## config.mk

```make
export PLATFORM = sky130hd
export DESIGN_NAME = clint_trap_ctrl
export DESIGN_NICKNAME = d
export VERILOG_FILES = /design/src/rtl/clint_trap_ctrl.sv
export SDC_FILE = /design/constraint.sdc
export NUM_CORES = 1
export LEC_CHECK = 0
export ABC_AREA = 1
export BUFFER_PORTS_ARGS = -buffer_cell sky130_fd_sc_hd__buf_4
export CORE_AREA = 2 2 211 213
export DETAILED_ROUTE_END_ITERATION = 8
export DIE_AREA = 0 0 213 215
export PLACE_DENSITY = 0.36
export SYNTH_ARGS = -nofsm -noshare
export SYNTH_HDL_FRONTEND = slang
export SYNTH_SLANG_ARGS = --single-unit
```

## constraint.sdc

```tcl
create_clock -name Clk -period 2.4 [get_ports Clk]
set_clock_uncertainty 0.1 [all_clocks]
set_input_delay 0.12 -clock Clk [delete_from_list [all_inputs] [get_ports Clk]]
set_output_delay 0.12 -clock Clk [all_outputs]
set_load 0.01 [all_outputs]
```

## src/rtl/clint_trap_ctrl.sv

```systemverilog
// Machine-mode trap sequencer: accepts ecall, mret and masked interrupts at Wb,
// then updates mepc/mcause/mstatus over the CSR write port and redirects the PC.
module clint_trap_ctrl #(
    parameter int DATA_W = 64
) (
    input  logic              Clk,
    input  logic              Rst,
    input  logic              EcallIn,
    input  logic              MretIn,
    input  logic [DATA_W-1:0] InstAddrIn,
    input  logic [DATA_W-1:0] NextPcIn,
    input  logic              ExtIrqIn,
    input  logic              SwIrqIn,
    input  logic              TimerIrqIn,
    input  logic [DATA_W-1:0] CsrMstatusReadDataIn,
    input  logic [DATA_W-1:0] CsrMtvecReadDataIn,
    input  logic [DATA_W-1:0] CsrMepcReadDataIn,
    input  logic [DATA_W-1:0] CsrMieReadDataIn,
    input  logic              CsrWriteEnableWbIn,
    output logic [DATA_W-1:0] CsrWriteDataClintOut,
    output logic [11:0]       CsrWriteAddrClintOut,
    output logic              CsrWriteEnableClintOut,
    output logic              HoldOut,
    output logic              FlushOut,
    output logic              RedirectValidOut,
    output logic [DATA_W-1:0] RedirectPcOut
);
    typedef enum logic [2:0] {
        IDLE, SAVE_MEPC, SAVE_MCAUSE, SAVE_MSTATUS, TRAP_JUMP, MRET_RESTORE, MRET_JUMP
    } state_t;

    localparam logic [DATA_W-1:0] IRQ_FLAG = {1'b1, {(DATA_W-1){1'b0}}};

    state_t            state;
    logic [DATA_W-1:0] causeQ;
    logic [DATA_W-1:0] epcQ;
    logic              globalIe;
    logic              extTake;
    logic              swTake;
    logic              timerTake;
    logic              writeGo;
    logic [DATA_W-1:0] trapStatus;
    logic [DATA_W-1:0] mretStatus;
    logic              unusedInputBits;

    assign globalIe  = CsrMstatusReadDataIn[3];
    assign extTake   = ExtIrqIn   & globalIe & CsrMieReadDataIn[11];
    assign swTake    = SwIrqIn    & globalIe & CsrMieReadDataIn[3];
    assign timerTake = TimerIrqIn & globalIe & CsrMieReadDataIn[7];
    assign unusedInputBits = ^{CsrMieReadDataIn, CsrMtvecReadDataIn[1:0]};

    // A write state may only use the CSR port when the pipeline is not writing.
    always_comb begin
        writeGo = 1'b0;
        if (state == SAVE_MEPC || state == SAVE_MCAUSE ||
            state == SAVE_MSTATUS || state == MRET_RESTORE)
            writeGo = ~CsrWriteEnableWbIn;
    end

    always_comb begin
        trapStatus        = CsrMstatusReadDataIn;
        trapStatus[7]     = CsrMstatusReadDataIn[3];
        trapStatus[3]     = 1'b0;
        trapStatus[12:11] = 2'b11;
        mretStatus        = CsrMstatusReadDataIn;
        mretStatus[3]     = CsrMstatusReadDataIn[7];
        mretStatus[7]     = 1'b1;
    end

    always_ff @(posedge Clk) begin
        if (Rst) begin
            state  <= IDLE;
            causeQ <= '0;
            epcQ   <= '0;
        end else begin
            case (state)
                IDLE: begin
                    if (EcallIn) begin
                        causeQ <= DATA_W'(11);
                        epcQ   <= InstAddrIn;
                        state  <= SAVE_MEPC;
                    end else if (MretIn) begin
                        state  <= MRET_RESTORE;
                    end else if (extTake) begin
                        causeQ <= IRQ_FLAG | DATA_W'(11);
                        epcQ   <= NextPcIn;
                        state  <= SAVE_MEPC;
                    end else if (swTake) begin
                        causeQ <= IRQ_FLAG | DATA_W'(3);
                        epcQ   <= NextPcIn;
                        state  <= SAVE_MEPC;
                    end else if (timerTake) begin
                        causeQ <= IRQ_FLAG | DATA_W'(7);
                        epcQ   <= NextPcIn;
                        state  <= SAVE_MEPC;
                    end
                end
                SAVE_MEPC:    if (writeGo) state <= SAVE_MCAUSE;
                SAVE_MCAUSE:  if (writeGo) state <= SAVE_MSTATUS;
                SAVE_MSTATUS: if (writeGo) state <= TRAP_JUMP;
                MRET_RESTORE: if (writeGo) state <= MRET_JUMP;
                default:      state <= IDLE;
            endcase
        end
    end

    // Write data/address are qualified by the strobe so stalled cycles read as zero.
    always_comb begin
        CsrWriteDataClintOut   = '0;
        CsrWriteAddrClintOut   = 12'h000;
        CsrWriteEnableClintOut = writeGo;
        HoldOut                = (state != IDLE);
        FlushOut               = 1'b0;
        RedirectValidOut       = 1'b0;
        RedirectPcOut          = '0;
        case (state)
            SAVE_MEPC: if (writeGo) begin
                CsrWriteAddrClintOut = 12'h341;
                CsrWriteDataClintOut = epcQ;
            end
            SAVE_MCAUSE: if (writeGo) begin
                CsrWriteAddrClintOut = 12'h342;
                CsrWriteDataClintOut = causeQ;
            end
            SAVE_MSTATUS: if (writeGo) begin
                CsrWriteAddrClintOut = 12'h300;
                CsrWriteDataClintOut = trapStatus;
            end
            MRET_RESTORE: if (writeGo) begin
                CsrWriteAddrClintOut = 12'h300;
                CsrWriteDataClintOut = mretStatus;
            end
            TRAP_JUMP: begin
                FlushOut         = 1'b1;
                RedirectValidOut = 1'b1;
                RedirectPcOut    = {CsrMtvecReadDataIn[DATA_W-1:2], 2'b00};
            end
            MRET_JUMP: begin
                FlushOut         = 1'b1;
                RedirectValidOut = 1'b1;
                RedirectPcOut    = CsrMepcReadDataIn;
            end
            default: ;
        endcase
    end
endmodule
```

==> metrics.md <==
| Metric | Value |
|---|---|
| P&R area growth vs syn | `75.9%` |
| Path depth of the worst reg2reg path | `7` |
| Synth Area in Simple Gates | `0.362` |
| Chip width | `213 um` |
| DIE AREA | `45800 um^2` |
| Vias in the first global route | `7998` |
| F_max | `0.440 GHz` |
| Buffers on Ports | `465` |
| Clk sinks | `71` |
| Setup crit start | `state[0]` |
| Wirelength, routed | `31800 um` |
| Vias | `8063` |
| Max-cap viol count | `0` |
| First-pass GRT wire length | `46800 um` |
| Proportion of layout cells with a drive suffix above 1 | `0.349` |
| Finish-stage setup viols | `0` |
| Pin count of the biggest net entering global routing | `66` |
| Pwr Total | `6550 uW` |
| R2r setup slk | `0.44 ns` |
| Leak | `0.00556 uW` |
| H-tree Lvls | `3` |
| Synth Area in Compound Gates | `0.199` |
| CP bufs+invs | `3` |
| Ports | `536` |
| CTS buffer count | `9` |
| GRT Overall Usage | `0.134` |
| Crit-path slowest cell | `nand3_2` |
| Initial antenna violation count | `0` |
| CP max stage delay | `0.49 ns` |
| Reg area | `1430 um^2` |
| Root Driver | `clkbuf_16` |
| Multi-input gate area | `3390 um^2` |
| Crit-path cells | `inv_1 -> nand3_2 -> buf_12 -> o21ai_0 -> buf_4` |
| Starting Density | `0.137` |
| GRT overflow | `0` |
| Final estimated routing congestion in global placement | `0.774` |
| Seq cells post-synth | `71` |
| CP delay by family, top | `buffers and inverters` |
| Post-Synth XOR/XNOR Area | `0` |
| Clock Latency Late Sink | `0.33 ns` |
| Final Cycle Share | `0.947` |
| Die Y | `215 um` |
| Synthesized-area fraction occupied by adder cells | `0` |
| Mux share of post-synthesis cell area | `0` |
| Post-Syn Instances | `1075` |
| Critical path startpoint category | `flop` |
| Type of the worst setup path | `flop to primary output` |
| Crit path to | `RedirectPcOut[37]` |
| Status | `completed` |
| Routed len/inst | `15.2 um` |
| Power density over the cells | `624 nW/um^2` |
| Worst-path fanout max | `31` |
| Sequential share of the synthesized area | `0.238` |
| DRT iter0 DRCs | `292` |
| Fillers | `5020` |
| Syn Area/Cell | `5.55 um^2` |
| Final Max Slew Viols | `0` |
| Worst reg2reg endpoint | `epcQ[38]` |
| FP Rows | `77` |
| CTS tree | `yes` |
| Worst-path clk slew | `0.07 ns` |
| Worst path depth | `5` |
| Peak supply drop | `431 uV` |
| ANT cells | `0` |
| HPWL after DPL | `24200 um` |
| Post-route ant nets | `0` |
| Critical path arrival | `2.05 ns` |
| CTS max path bufs | `2` |
| Final min period | `2.27 ns` |
| Nets | `1882` |
| Setup TNS | `0 ns` |
| Main combinational cell family by area after synthesis | `simple AND/OR/NAND/NOR gates` |
| Syn Std Cell Area | `5970 um^2` |
| CP required | `2.18 ns` |
| Total core area | `43600 um^2` |
| Crit. End Element | `primary output` |
| Slew of the pin with the lowest slew margin | `0.785 ns` |
| Synth unique cells | `24` |
| RSZ-0062 raised after global routing | `yes` |
| DR pass1 iterations | `5` |
| Residual DRC count | `0` |
| Hold depth | `5` |
| Relative slew slack | `0.477` |
| Final Hold Vio Count | `0` |
| Vias per cell | `3.86` |
| Hold crit path type | `input port to flop` |
| Reg2reg start | `state[1]` |
| Synth warnings | `0` |
==> tightest hold or removal path: stages <==
cell and delay, ns:
buf_4 0.07, a21boi_0 0.06, nand4_1 0.08, nand2_1 0.04, nor2_1 0.07
==> cell type report <==
type / count / share of cell area
clock buffer: 10 / 0.0218
clock inverter: 6 / 0.0111
sequential: 71 / 0.136
multi-input combinational: 706 / 0.323
tap: 592 / 0.0706
inverter: 213 / 0.0762
timing repair buffer: 489 / 0.361
==> layout by cell type, fill, tap and decap left out, types with 2 or more instances in the layout <==
master and n:
o21ai_1 2, o21ai_0 119, bufinv_16 3, nand2_2 3, nand2_1 279, dfxtp_2 3, inv_1 207, buf_4 479
conb_1 7, clkbuf_16 9, a21boi_0 64, dfxtp_1 68, a21oi_1 6, inv_2 6, nor2_1 74, buf_12 7
or2_2 2, nand3_1 70, clkinv_4 2, o211ai_1 8, nand4_1 66
==> timing repair <==
action                                  CTS  global route
resized for setup                         3             2
endpoints found under the hold margin     3             0
endpoints found under the setup margin    8            91
gates cloned                              1             0
setup buffers                             1             0
pin swaps                                 1             0
hold buffers                              1             0
==> state kept, by name, summed over array words and instances (netlist names) <==
signal,cells
epcQ,64
state,3
causeQ,4
==> kinds of logic (layout without fill, tap and decap cells) <==
kind of cell | count (synthesis) | count (layout)
AOI/OAI and AO/OA | 200 | 200
buffers and inverters | 304 | 718
DFF | 71 | 71
other | 1 | 7
and+or+nand+nor | 499 | 499
==> where the power goes <==
part           internal, uW  switching (uW)  total (uW)
registers              1480            96.8        1570
logic                  1340            1980        3310
clock network          1030             635        1660
total                  3840            2710        6550
==> per-layer routing <==
metal  share of wire  GRT usage  up-vias
met5               0          0        -
met4          0.0060     0.0210        0
met2            0.51      0.246      288
met3           0.077     0.0346        7
met1            0.41      0.158     3590
li1                -          -     4178
==> synthesized netlist by cell type <==
cell type,instances,area share
a21oi_1,6,0.0050
nand3_1,71,0.060
buf_1,15,0.0094
a21oi_2,1,0.0015
or2_2,2,0.0021
dfxtp_1,71,0.24
a21boi_0,64,0.081
inv_2,4,0.0025
nor2_1,74,0.047
buf_4,10,0.013
clkinv_1,1,0.00063
o211ai_1,8,0.010
clkbuf_1,49,0.031
conb_1,1,0.00063
buf_2,17,0.014
nor2_4,1,0.0019
nand3_2,1,0.0017
nand2_1,281,0.18
nor3_2,1,0.0017
o21ai_0,121,0.10
nand2_2,1,0.0010
inv_1,208,0.13
nor4_1,1,0.0010
nand4_1,66,0.069
==> how the worst min path moves through the flow <==
stage,startpoint,to
floorplan,Rst,causeQ[1]
global placement,Rst,causeQ[1]
detailed placement,Rst,state[1]
CTS,NextPcIn[21],epcQ[21]
global route,NextPcIn[21],epcQ[21]
finish,NextPcIn[21],epcQ[21]
==> per-stage QoR <==
step                hold WS (ns)  std cells  setup slack [ns]  instance area [um^2]  utilization
finish                    0.0362       2087             0.128                 10500        0.240
global route              0.0396       2087           -0.0883                 10500        0.240
CTS                       0.0204       2087            0.0358                 10500        0.240
detailed placement         0.240       2068             0.291                 10100        0.231
global placement           0.233       2068             0.281                 10100        0.231
floorplan                 0.0891       1081             0.643                  5990            -
Power figures use the tool's default switching activity.
